[src/rtl/bf_stdout_uart_if.sv]
// Processor stdout byte stream: one byte per cycle that stdout_en is high.
// The processor drives as master; the UART consumer listens as slave.
interface bf_stdout_uart_if;
  logic [7:0] stdout_data;
  logic       stdout_en;

  modport master (output stdout_data, output stdout_en);
  modport slave  (input  stdout_data, input  stdout_en);
endinterface

[src/rtl/bf_stdout_uart.sv]
// Buffers processor stdout bytes in a FIFO and sends them as 8N1 UART frames, LSB first.
// The producer has no backpressure, so a full FIFO drops the byte and raises a sticky overflow.
module bf_stdout_uart #(
  parameter int CLKS_PER_BIT = 868,
  parameter int FIFO_AW      = 4
) (
  input  logic                  clk,
  input  logic                  reset,
  bf_stdout_uart_if.slave       stdout_port,
  input  logic                  overflow_clr,
  output logic                  tx,
  output logic                  busy,
  output logic [FIFO_AW:0]      fifo_count,
  output logic                  overflow
);
  localparam int DEPTH = 1 << FIFO_AW;
  localparam int CW    = $clog2(CLKS_PER_BIT);
  localparam logic [CW-1:0]    BAUD_LAST  = CW'(CLKS_PER_BIT - 1);
  localparam logic [FIFO_AW:0] COUNT_FULL = (FIFO_AW + 1)'(DEPTH);
  localparam logic [FIFO_AW:0] COUNT_ZERO = (FIFO_AW + 1)'(0);

  typedef enum logic [1:0] {
    IDLE  = 2'd0,
    START = 2'd1,
    DATA  = 2'd2,
    STOP  = 2'd3
  } state_t;

  state_t                 state_r;
  logic [7:0]             sh_r;
  logic [CW-1:0]          baud_r;
  logic [2:0]             bit_idx_r;
  logic                   tx_r;
  logic                   busy_r;
  logic                   overflow_r;
  logic [FIFO_AW-1:0]     wr_ptr_r;
  logic [FIFO_AW-1:0]     rd_ptr_r;
  logic [FIFO_AW:0]       count_r;
  logic [7:0]             mem_r [DEPTH];

  logic                   push_s;
  logic                   drop_s;
  logic                   pop_s;
  logic                   bit_end_s;
  logic                   nonempty_s;
  logic                   frame_nxt_s;
  logic [FIFO_AW:0]       count_nxt_s;

  // FIFO handshake decode; full and empty are judged on the pre-edge count
  always_comb begin
    push_s      = stdout_port.stdout_en && (count_r != COUNT_FULL);
    drop_s      = stdout_port.stdout_en && (count_r == COUNT_FULL);
    bit_end_s   = (baud_r == BAUD_LAST);
    nonempty_s  = (count_r != COUNT_ZERO);
    case (state_r)
      IDLE:    pop_s = nonempty_s;
      STOP:    pop_s = bit_end_s && nonempty_s;
      default: pop_s = 1'b0;
    endcase
    if (push_s && !pop_s) begin
      count_nxt_s = count_r + (FIFO_AW + 1)'(1);
    end else if (pop_s && !push_s) begin
      count_nxt_s = count_r - (FIFO_AW + 1)'(1);
    end else begin
      count_nxt_s = count_r;
    end
    // A frame is in flight next cycle unless we sit in IDLE or finish STOP without a pop
    frame_nxt_s = pop_s || ((state_r != IDLE) && !((state_r == STOP) && bit_end_s));
  end

  // FIFO pointers, occupancy, sticky overflow and busy
  always_ff @(posedge clk) begin
    if (reset) begin
      wr_ptr_r   <= {FIFO_AW{1'b0}};
      rd_ptr_r   <= {FIFO_AW{1'b0}};
      count_r    <= COUNT_ZERO;
      overflow_r <= 1'b0;
      busy_r     <= 1'b0;
    end else begin
      if (push_s) begin
        wr_ptr_r <= wr_ptr_r + FIFO_AW'(1);
      end
      if (pop_s) begin
        rd_ptr_r <= rd_ptr_r + FIFO_AW'(1);
      end
      count_r <= count_nxt_s;
      if (drop_s) begin
        overflow_r <= 1'b1;
      end else if (overflow_clr) begin
        overflow_r <= 1'b0;
      end
      busy_r <= frame_nxt_s || (count_nxt_s != COUNT_ZERO);
    end
  end

  // FIFO storage; contents need no reset since the pointers define validity
  always_ff @(posedge clk) begin
    if (push_s) begin
      mem_r[wr_ptr_r] <= stdout_port.stdout_data;
    end
  end

  // UART transmitter FSM; tx is set from the state being entered so it stays registered
  always_ff @(posedge clk) begin
    if (reset) begin
      state_r   <= IDLE;
      sh_r      <= 8'h00;
      baud_r    <= {CW{1'b0}};
      bit_idx_r <= 3'd0;
      tx_r      <= 1'b1;
    end else begin
      case (state_r)
        IDLE: begin
          tx_r <= ~pop_s;
          if (pop_s) begin
            sh_r    <= mem_r[rd_ptr_r];
            baud_r  <= {CW{1'b0}};
            state_r <= START;
          end
        end
        START: begin
          if (bit_end_s) begin
            baud_r    <= {CW{1'b0}};
            bit_idx_r <= 3'd0;
            tx_r      <= sh_r[0];
            state_r   <= DATA;
          end else begin
            baud_r <= baud_r + CW'(1);
          end
        end
        DATA: begin
          if (bit_end_s) begin
            baud_r <= {CW{1'b0}};
            sh_r   <= {1'b0, sh_r[7:1]};
            if (bit_idx_r == 3'd7) begin
              tx_r    <= 1'b1;
              state_r <= STOP;
            end else begin
              bit_idx_r <= bit_idx_r + 3'd1;
              tx_r      <= sh_r[1];
            end
          end else begin
            baud_r <= baud_r + CW'(1);
          end
        end
        STOP: begin
          if (bit_end_s) begin
            baud_r <= {CW{1'b0}};
            if (pop_s) begin
              sh_r    <= mem_r[rd_ptr_r];
              tx_r    <= 1'b0;
              state_r <= START;
            end else begin
              tx_r    <= 1'b1;
              state_r <= IDLE;
            end
          end else begin
            baud_r <= baud_r + CW'(1);
          end
        end
        default: begin
          state_r <= IDLE;
          baud_r  <= {CW{1'b0}};
          tx_r    <= 1'b1;
        end
      endcase
    end
  end

  assign tx         = tx_r;
  assign busy       = busy_r;
  assign fifo_count = count_r;
  assign overflow   = overflow_r;

endmodule
[src/flat_wrapper.sv]
// flat-port wrapper written by rule: the top's interface ports become plain ports
module bf_stdout_uart_flat 
#(
  parameter int CLKS_PER_BIT = 868,
  parameter int FIFO_AW      = 4
)
  (clk, reset, overflow_clr, tx, busy, fifo_count, overflow, stdout_port_stdout_data, stdout_port_stdout_en);
  bf_stdout_uart_if stdout_port_i ();
  input  logic clk;
  input  logic reset;
  input  logic overflow_clr;
  output logic tx;
  output logic busy;
  output logic [FIFO_AW:0] fifo_count;
  output logic overflow;
  input wire logic [$bits(stdout_port_i.stdout_data)-1:0] stdout_port_stdout_data;
  input wire logic [$bits(stdout_port_i.stdout_en)-1:0] stdout_port_stdout_en;
  assign stdout_port_i.stdout_data = stdout_port_stdout_data;
  assign stdout_port_i.stdout_en = stdout_port_stdout_en;
  bf_stdout_uart #(.CLKS_PER_BIT(CLKS_PER_BIT), .FIFO_AW(FIFO_AW)) u_core (.clk(clk), .reset(reset), .stdout_port(stdout_port_i), .overflow_clr(overflow_clr), .tx(tx), .busy(busy), .fifo_count(fifo_count), .overflow(overflow));
endmodule
[config.mk]
export PLATFORM = sky130hd
export DESIGN_NAME = bf_stdout_uart_flat
export DESIGN_NICKNAME = d
export VERILOG_FILES = /design/src/rtl/bf_stdout_uart_if.sv /design/src/rtl/bf_stdout_uart.sv /design/src/flat_wrapper.sv
export SDC_FILE = /design/constraint.sdc
export NUM_CORES = 1
export LEC_CHECK = 0
export CAP_MARGIN = 20
export CORE_MARGIN = 4
export CORE_UTILIZATION = 40
export CTS_CLUSTER_DIAMETER = 200
export CTS_CLUSTER_SIZE = 12
export DETAILED_ROUTE_END_ITERATION = 16
export PLACE_DENSITY = 0.68
export SLEW_MARGIN = 20
export SYNTH_ARGS = -nofsm -noshare
export SYNTH_HDL_FRONTEND = slang
export SYNTH_SLANG_ARGS = --single-unit
[constraint.sdc]
create_clock -name clk -period 2.17 [get_ports clk]
set_clock_uncertainty 0.1 [all_clocks]
set_input_delay 0.3255 -clock clk [delete_from_list [all_inputs] [get_ports clk]]
set_output_delay 0.3255 -clock clk [all_outputs]
set_load 0.02 [all_outputs]
Word-level counts from Yosys, hierarchy flattened --
Memories as Yosys holds them, arrays and structs flattened. A register that Yosys moved wholly into a read port is not among the register bits. Cells that the tools add are included.
Word-level totals: word-level logic and storage cells 88, memories 1, bits in writable memories 128, bits in registers 39
Memories:
- u_core.mem_r | words 16, bits a word 8, read ports 1, clocked after memory_dff 1, wr ports 1, line bf_stdout_uart.sv:39 | logic [7:0] mem_r [DEPTH];
Operators by class: muxes and demuxes 33, equality and inequality tests 13, reduce and logical (&&, ||, !) cells 24, bitwise gates (word level) 1, add/sub/neg operators 6
Operators with widths (number):
- $mux 8 | 3
- $pmux 8 s3 | 1
- $mux 10 | 2
- $pmux 10 s2 | 1
- $add 10x1->10 const B | 1
- $eq 10x10->1 const B | 1
- $mux 1 | 10
- $mux 2 | 5
- $mux 5 | 2
- $ne 2x1->1 const B | 5
- $reduce_bool 5->1 | 2
- $mux 3 | 3
- $add 4x1->4 const B | 2
- $mux 4 | 2
- $pmux 2 s4 | 1
- $logic_and 1x1->1 | 7
- $pmux 3 s2 | 1
- $reduce_and 3->1 | 2
- $reduce_bool 2->1 | 3
- $add 5x1->5 const B | 1
- $eq 5x5->1 const B | 1
- $ne 5x5->1 const B | 1
- $reduce_and 5->1 | 1
- $sub 5x1->5 const B | 1
- other kinds (14) | 18

Depth between registers and ports, before layout --
Gate-level depths: netlist (run 1).
depth after elaboration 8, mapped depth 9, gate-level depth less buffers 8

Least setup slack after synthesis (run 1) --
No wires, ideal clock.
path kind reg2reg, start point reg u_core.count_r[0] (netlist: u_core.fifo_count[0]), end point mem u_core.mem_r[3][0] (enable), period minus slack after synthesis 2479 ps, slack -309 ps, library setup time 383 ps, arrival 1996 ps, data required time 1687 ps, cell stages (with the launch flop) 8, path through dfxtp_1 inv_1 ha_1 nand4bb_1 and2_1 buf_6 nand2_1 nor3_1
Between the ends: longest elaborated chain between the ends 4
Ends and longest elaborated chain:
- from (decl) | line bf_stdout_uart.sv:38 | logic [FIFO_AW:0] count_r;
- from (signal assigned) | line bf_stdout_uart.sv:86 | count_r <= count_nxt_s;
- $ne 5x5->1 | line bf_stdout_uart.sv:51 | push_s = stdout_port.stdout_en && (count_r != COUNT_FULL);
- $logic_and 1x1->1 | line bf_stdout_uart.sv:51
- $mux 1 | line bf_stdout_uart.sv:98 | if (push_s) begin
- $mux 1 (not written as such) | line bf_stdout_uart.sv:99 | mem_r[wr_ptr_r] <= stdout_port.stdout_data;
- to (decl) | line bf_stdout_uart.sv:39
Every way passes these cells.

==> flow_summary_export.csv, run 1 <==
group,metric,value,unit
synth,ys_seq_area_share,66.0,%
critical_path,startpoint_type,"flip-flop",
critical_path,end_kind,"flip-flop",
synth,ys_async_sr_fraction,0,%
flow_run,drv_cap,0,
global_routing,antenna_found_initial,0,
clock_network,clk_latency,0.43,ns
critical_path,regToRegSetupSlack,0.04,ns
run_status,status,"finished clean",
synth,syn_nets,490,
place,port_buffers,19,
final_layout,antenna_cells,0,
sta,min_period,2.13,ns
synth,synth_commonest_cells,"edfxtp_1, nor2_1, dfxtp_1",
place,gp_congestion,0.797,
synth,avgSynthCellArea,15.4,µm²
critical_path,crit_type,"reg2reg",
routing,routed_wl,15000,µm
sta,maxSlewHeadroom,54.8,%
die,fp.dieH,141,µm
routing,vias_per_cell,5.40,
synth,yosysMostFrequentCell,"edfxtp_1",
global_routing,grt.overflow.total,0,
sta,maxSlewViolCount,0,
synth,ys_top_cells_by_area,"edfxtp_1, mux4_2, dfxtp_1",
power,power.density,1210,nW/µm²
clock_network,htreeDepth,4,
routing,final_antenna_net_count,0,
routing,dr.pass1.iters,4,
hold_path,worstHoldStart,"u_core.sh_r[7]$_SDFFE_PP0P_",
hold_path,min_to,"u_core.sh_r[7]$_SDFFE_PP0P_",
critical_path,cp_common_cell,"mux4_2",
die,ios,20,
clock_network,clockRootBuffer,"clkbuf_16",
synth,synthesis.area,7120,µm²
clock_network,hold_buffers,0,
final_layout,finalNetCount,569,
power,leakage,2.98,nW
sta,hold_viol_final,0,
synth,synth_edf_count,128,
final_layout,final_cells,779,
critical_path,rr_endpoint,"u_core.sh_r[3]$_SDFFE_PP0P_",
critical_path,cpPeakStageDelay,0.55,ns
sta,fin_crit_sh,98.0,%
synth,synth_cell_types,46,
routing,drt_iter0_markers,322,
clock_network,clk_pin_slew,0.07,ns
global_routing,grt_max_degree,41,
global_routing,grt_pass1_wl,23900,µm
die,dieArea,20000,µm²
sta,rsz0062_at_grt,"yes",
clock_network,cts_tree,"done",
critical_path,crit_chain,"clkbuf_16 -> mux4_2 -> mux4_2 -> mux2i_1 -> a211oi_1",
final_layout,drive_gt1_share,29.4,%
critical_path,crit_fanout,8,
sta,worst_slew_pin_slew,0.675,ns
hold_path,worstHoldPathCells,2,
clock_network,cts_buffers,17,
routing,wl_per_cell,19.3,µm
die,core_area,17400,µm²
synth,synth-main-ff-cell,"edfxtp_1",
synth,synth_top_area_share,54.0,%
routing,vias,4203,
die,fp.dieW,141,µm
synth,syn_inst,462,
final_layout,area_growth,24.3,%
routing,drcViolationCount,0,
critical_path,ff2ff_path_depth,5,
hold_path,hp-class,"reg2reg",
critical_path,worst-path-buf-inv,1,
critical_path,arrival,2.33,ns
critical_path,cpLargestDelayFamily,"multiplexers",
global_routing,first_global_vias,4375,
global_routing,grt_usage,15.9,%
synth,yosysTopAreaCell,"edfxtp_1",
synth,ys_ff_latch,171,
final_layout,post-route-util,51.0,%
place,post-dp-hpwl,9720,µm
die,fp-row-count,48,
place,post_dp_cell_area,8000,µm²
power,vdd_drop_max,0.753,mV
sta,setup_viol,0,
clock_network,clockBufferDepth,2,
place,dp_cells,736,
power,power.total,0.0108,W
final_layout,design_area,8850,µm²
sta,max_freq,470,MHz
clock_network,cts_sinks,171,
synth,yosysWarnings,0,
critical_path,cp_slowest_cell,"mux4_2",
die,initial_core_util,41.0,%
critical_path,critPathRequiredTime,2.38,ns
layout by cell type, fill, tap and decap left out, types with 3 or more instances in the layout:
cell type	count
edfxtp_1	128
buf_4	53
nor2_1	48
dfxtp_1	40
mux4_2	39
nand2_1	27
clkdlybuf4s50_1	19
clkbuf_16	18
ha_1	15
o21ai_0	13
a21oi_1	11
nand3_1	11
mux2i_1	11
inv_1	10
a211oi_1	10
xnor2_1	8
inv_8	7
buf_12	6
xor2_1	5
nand4_1	4
nand2b_1	3
nor3_2	3
nor3_4	3
a31oi_1	3
a22oi_1	3
and3_1	3
a311oi_1	3
bufinv_16	3
power by group:
group / switching [W] / total (W) / internal (W)
Combinational: 0.00178 / 0.00353 / 0.00175
Sequential: 0.000181 / 0.00394 / 0.00376
Clock: 0.00140 / 0.00328 / 0.00188
through the flow:
| step | hold slack (ns) | setup TNS, ns | setup WS (ns) |
|---|---|---|---|
| final | 0.372 | 0 | 0.0436 |
| after global routing | 0.404 | -0.170 | -0.0440 |
| after CTS | 0.374 | 0 | 0.0159 |
| after detailed placement | 0.365 | -2.94 | -0.286 |
| after global placement | 0.360 | -0.987 | -0.132 |
| after floorplan | 0.324 | 0 | 0.0346 |
tightest hold or removal path, stage by stage (launching register included):
cell and delay (ns):
dfxtp_1 0.31, nand2_1 0.06, a21oi_1 0.05
cells by family after synthesis:
family / share of synthesized area [%]
AO/OA/AOI/OAI: 5.32
XOR/XNOR: 1.60
adder cells (fa/ha/maj): 2.81
buffers and inverters: 2.18
flip-flops: 66.0
multiplexers: 14.5
AND/OR/NAND/NOR: 7.59
how the worst max path moves through the flow:
| stage | start | endpoint | cells past startpoint |
|---|---|---|---|
| floorplan | u_core.fifo_count[0]$_SDFF_PP0_ | u_core.mem_r[7][0]$_DFFE_PP_ | 7 |
| global placement | u_core.baud_r[0]$_SDFFE_PP0P_ | u_core.sh_r[0]$_SDFFE_PP0P_ | 7 |
| detailed placement | u_core.baud_r[0]$_SDFFE_PP0P_ | u_core.sh_r[6]$_SDFFE_PP0P_ | 7 |
| CTS | u_core.fifo_count[1]$_SDFF_PP0_ | u_core.state_r[0]$_SDFFE_PP0P_ | 8 |
| global route | flip-flop | u_core.sh_r[6]$_SDFFE_PP0P_ | 5 |
| finish | flip-flop | u_core.sh_r[3]$_SDFFE_PP0P_ | 5 |
layout make-up:
class                   count  area (µm²)
fillers                  1390        8500
flip-flops and latches    171        4710
multi-input cells         259        2410
repair buffers             82         771
clock buffers              17         425
well taps                 225         282
clock inverters            15         219
inverters                  10        37.5
layer usage:
metal | routed length, µm | up-vias | share of wire (%) | global-route usage (%)
met5 | 0 | - | 0 | 0
met4 | 365 | 0 | 2.4 | 5.76
met3 | 699 | 28 | 4.6 | 3.91
met2 | 7710 | 97 | 51 | 26.7
met1 | 6260 | 2129 | 42 | 20.1
li1 | - | 1949 | - | -
flip-flops by register name, indices dropped and copies added (netlist names), named ones only:
| register | cells |
|---|---|
| u_core.baud_r | 10 |
| u_core.bit_idx_r | 3 |
| u_core.busy | 1 |
| u_core.fifo_count | 5 |
| u_core.mem_r | 128 |
| u_core.overflow | 1 |
| u_core.rd_ptr_r | 4 |
| u_core.sh_r | 8 |
| u_core.state_r | 2 |
| u_core.tx | 1 |
| u_core.wr_ptr_r | 4 |
repair_timing:
| action | CTS | global route |
|---|---|---|
| pin swaps | 1 | 6 |
| buffers inserted | 5 | 4 |
| endpoints found under the setup margin | 20 | 143 |
| gates cloned | 0 | 2 |
| resized for setup | 7 | 16 |
Note: power is estimated with default switching activity, not from simulation.
==> run 2: changes to the inputs <==
--- a/config.mk
+++ b/config.mk
@@ -5,9 +5,9 @@
 export SDC_FILE = /design/constraint.sdc
 export NUM_CORES = 1
 export LEC_CHECK = 0
-export CAP_MARGIN = 20
 export CORE_MARGIN = 4
 export CORE_UTILIZATION = 40
+export CTS_BUF_LIST = sky130_fd_sc_hd__clkbuf_2
 export CTS_CLUSTER_DIAMETER = 200
 export CTS_CLUSTER_SIZE = 12
 export DETAILED_ROUTE_END_ITERATION = 16
==> run 2 against run 1 <==
Effect of this change: the run now ends with setup timing left; global-route usage decreased by 0.46 points; critical path depth stayed put; die area unchanged; maximum frequency decreased by 2.8%; critical path type unchanged; critical endpoint unchanged.
==> flow_summary_export.csv, run 2 (synthesized netlist as in run 1, its figures left out) <==
group,metric,value,unit
sta,fin_crit_sh,101,%
routing,drt_iter0_markers,286,
global_routing,grt_pass1_wl,23400,µm
die,ios,20,
die,dieArea,20000,µm²
routing,vias,4195,
sta,maxSlewHeadroom,54.0,%
global_routing,grt_max_degree,41,
place,dp_cells,736,
hold_path,hp-class,"in2reg",
sta,setup_slack,-0.0185,ns
routing,final_antenna_net_count,0,
critical_path,cp_common_cell,"mux4_2",
die,initial_core_util,41.0,%
clock_network,clk_latency,0.73,ns
critical_path,startpoint_type,"flip-flop",
power,power.total,0.00964,W
final_layout,final_cell_mix,"edfxtp_1, buf_4, nor2_1",
place,port_buffers,19,
sta,min_period,2.19,ns
clock_network,cts_buffers,17,
routing,vias_per_cell,5.35,
sta,worst_slew_pin_slew,0.688,ns
critical_path,end_kind,"flip-flop",
global_routing,first_global_vias,4381,
flow_run,drv_cap,0,
place,gp_congestion,0.797,
final_layout,finalNetCount,573,
final_layout,largest_register_ffs,128,
sta,hold_viol_final,0,
final_layout,top_register,"u_core.mem_r",
sta,hold_slack,0.0917,ns
run_status,status,"complete, but fails checks",
clock_network,clockRootBuffer,"clkbuf_2",
clock_network,htreeDepth,4,
routing,drcViolationCount,0,
clock_network,clk_pin_slew,0.25,ns
global_routing,grt.overflow.total,0,
sta,max_freq,457,MHz
clock_network,clockBufferDepth,2,
critical_path,arrival,2.69,ns
die,fp.dieH,141,µm
critical_path,critPathRequiredTime,2.67,ns
critical_path,cp_slowest_cell,"mux4_2",
clock_network,hold_buffers,0,
critical_path,crit_type,"reg2reg",
die,core_area,17400,µm²
sta,setup_viol,1,
final_layout,drive_gt1_share,31.9,%
sta,rsz0062_at_grt,"yes",
routing,wl_per_cell,18.8,µm
run_status,violations,"setup timing",
final_layout,reg.largest.list,"u_core.mem_r x128, u_core.baud_r x10, u_core.sh_r x8",
power,power.density,1120,nW/µm²
clock_network,cts_sinks,171,
power,leakage,2.90,nW
critical_path,regToRegSetupSlack,-0.02,ns
clock_network,cts_tree,"done",
place,post-dp-hpwl,9720,µm
final_layout,final_cells,784,
critical_path,cpPeakStageDelay,0.56,ns
die,fp.dieW,141,µm
critical_path,crit_fanout,8,
die,fp-row-count,48,
final_layout,area_growth,20.6,%
power,vdd_drop_max,0.580,mV
global_routing,grt_usage,15.4,%
final_layout,final_common_cell,"edfxtp_1",
critical_path,crit_chain,"buf_12 -> mux4_2 -> mux4_2 -> mux2i_1 -> a211oi_1",
sta,maxSlewViolCount,0,
global_routing,antenna_found_initial,1,
routing,routed_wl,14800,µm
routing,dr.pass1.iters,4,
run 2: critical path: cells and delay by family (launching register included):
family / cells / cell delay, ns
muxes: 3 / 1.22
DFF: 1 / 0.50
buffers and inverters: 1 / 0.16
AOI/OAI and AO/OA: 1 / 0.09
run 2: per-layer routing:
layer / vias up / GRT usage [%] / part of all wire (%)
li1: 1947 / - / -
met1: 2145 / 19.6 / 43
met2: 86 / 26.4 / 51
met3: 17 / 3.77 / 3.7
met4: 0 / 4.44 / 1.6
met5: - / 0 / 0
run 2: area by class of cell:
cell class                 instances  area [µm²]
fill                            1427        8760
sequential                       171        4720
multi-input combinational        259        2430
timing repair buffer              86         818
tap                              225         282
clock inverter                    15         219
clock buffer                      17        85.1
inverter                          10        37.5
antenna                            1        2.50
run 2: per-stage QoR:
stage	util [%]	setup WS, ns	area (µm²)	TNS, ns
2_1_floorplan	-	0.0346	7170	0
3_3_place_gp	46.1	-0.132	8000	-0.987
3_5_place_dp	46.1	-0.286	8000	-2.94
4_1_cts	48.7	-0.0207	8450	-0.0420
5_1_grt	49.5	-0.0880	8590	-0.637
6_report	49.5	-0.0185	8590	-0.0185
run 2: power by group:
part	internal, W	switching, W
combinational	0.00190	0.00184
clock	0.000717	0.00123
sequential	0.00377	0.000181
total	0.00639	0.00325
run 2: timing repair:
item                                    in CTS  in global routing
pin swaps                                    5                  8
endpoints found under the hold margin        0                  0
cloned                                       1                  2
endpoints found under the setup margin      33                143
resized for setup                           27                 18
setup buffers                                7                  5
run 2: final timing paths:
| path | depth (start not counted) | endpoint | startpoint |
|---|---|---|---|
| setup reg to reg | 5 | u_core.sh_r[3]$_SDFFE_PP0P_ | flip-flop |
| setup / recovery | 5 | u_core.sh_r[3]$_SDFFE_PP0P_ | flip-flop |
| hold / removal | 4 | u_core.overflow$_SDFFE_PP0P_ | overflow_clr |
| hold reg to reg | 2 | u_core.sh_r[7]$_SDFFE_PP0P_ | u_core.sh_r[7]$_SDFFE_PP0P_ |
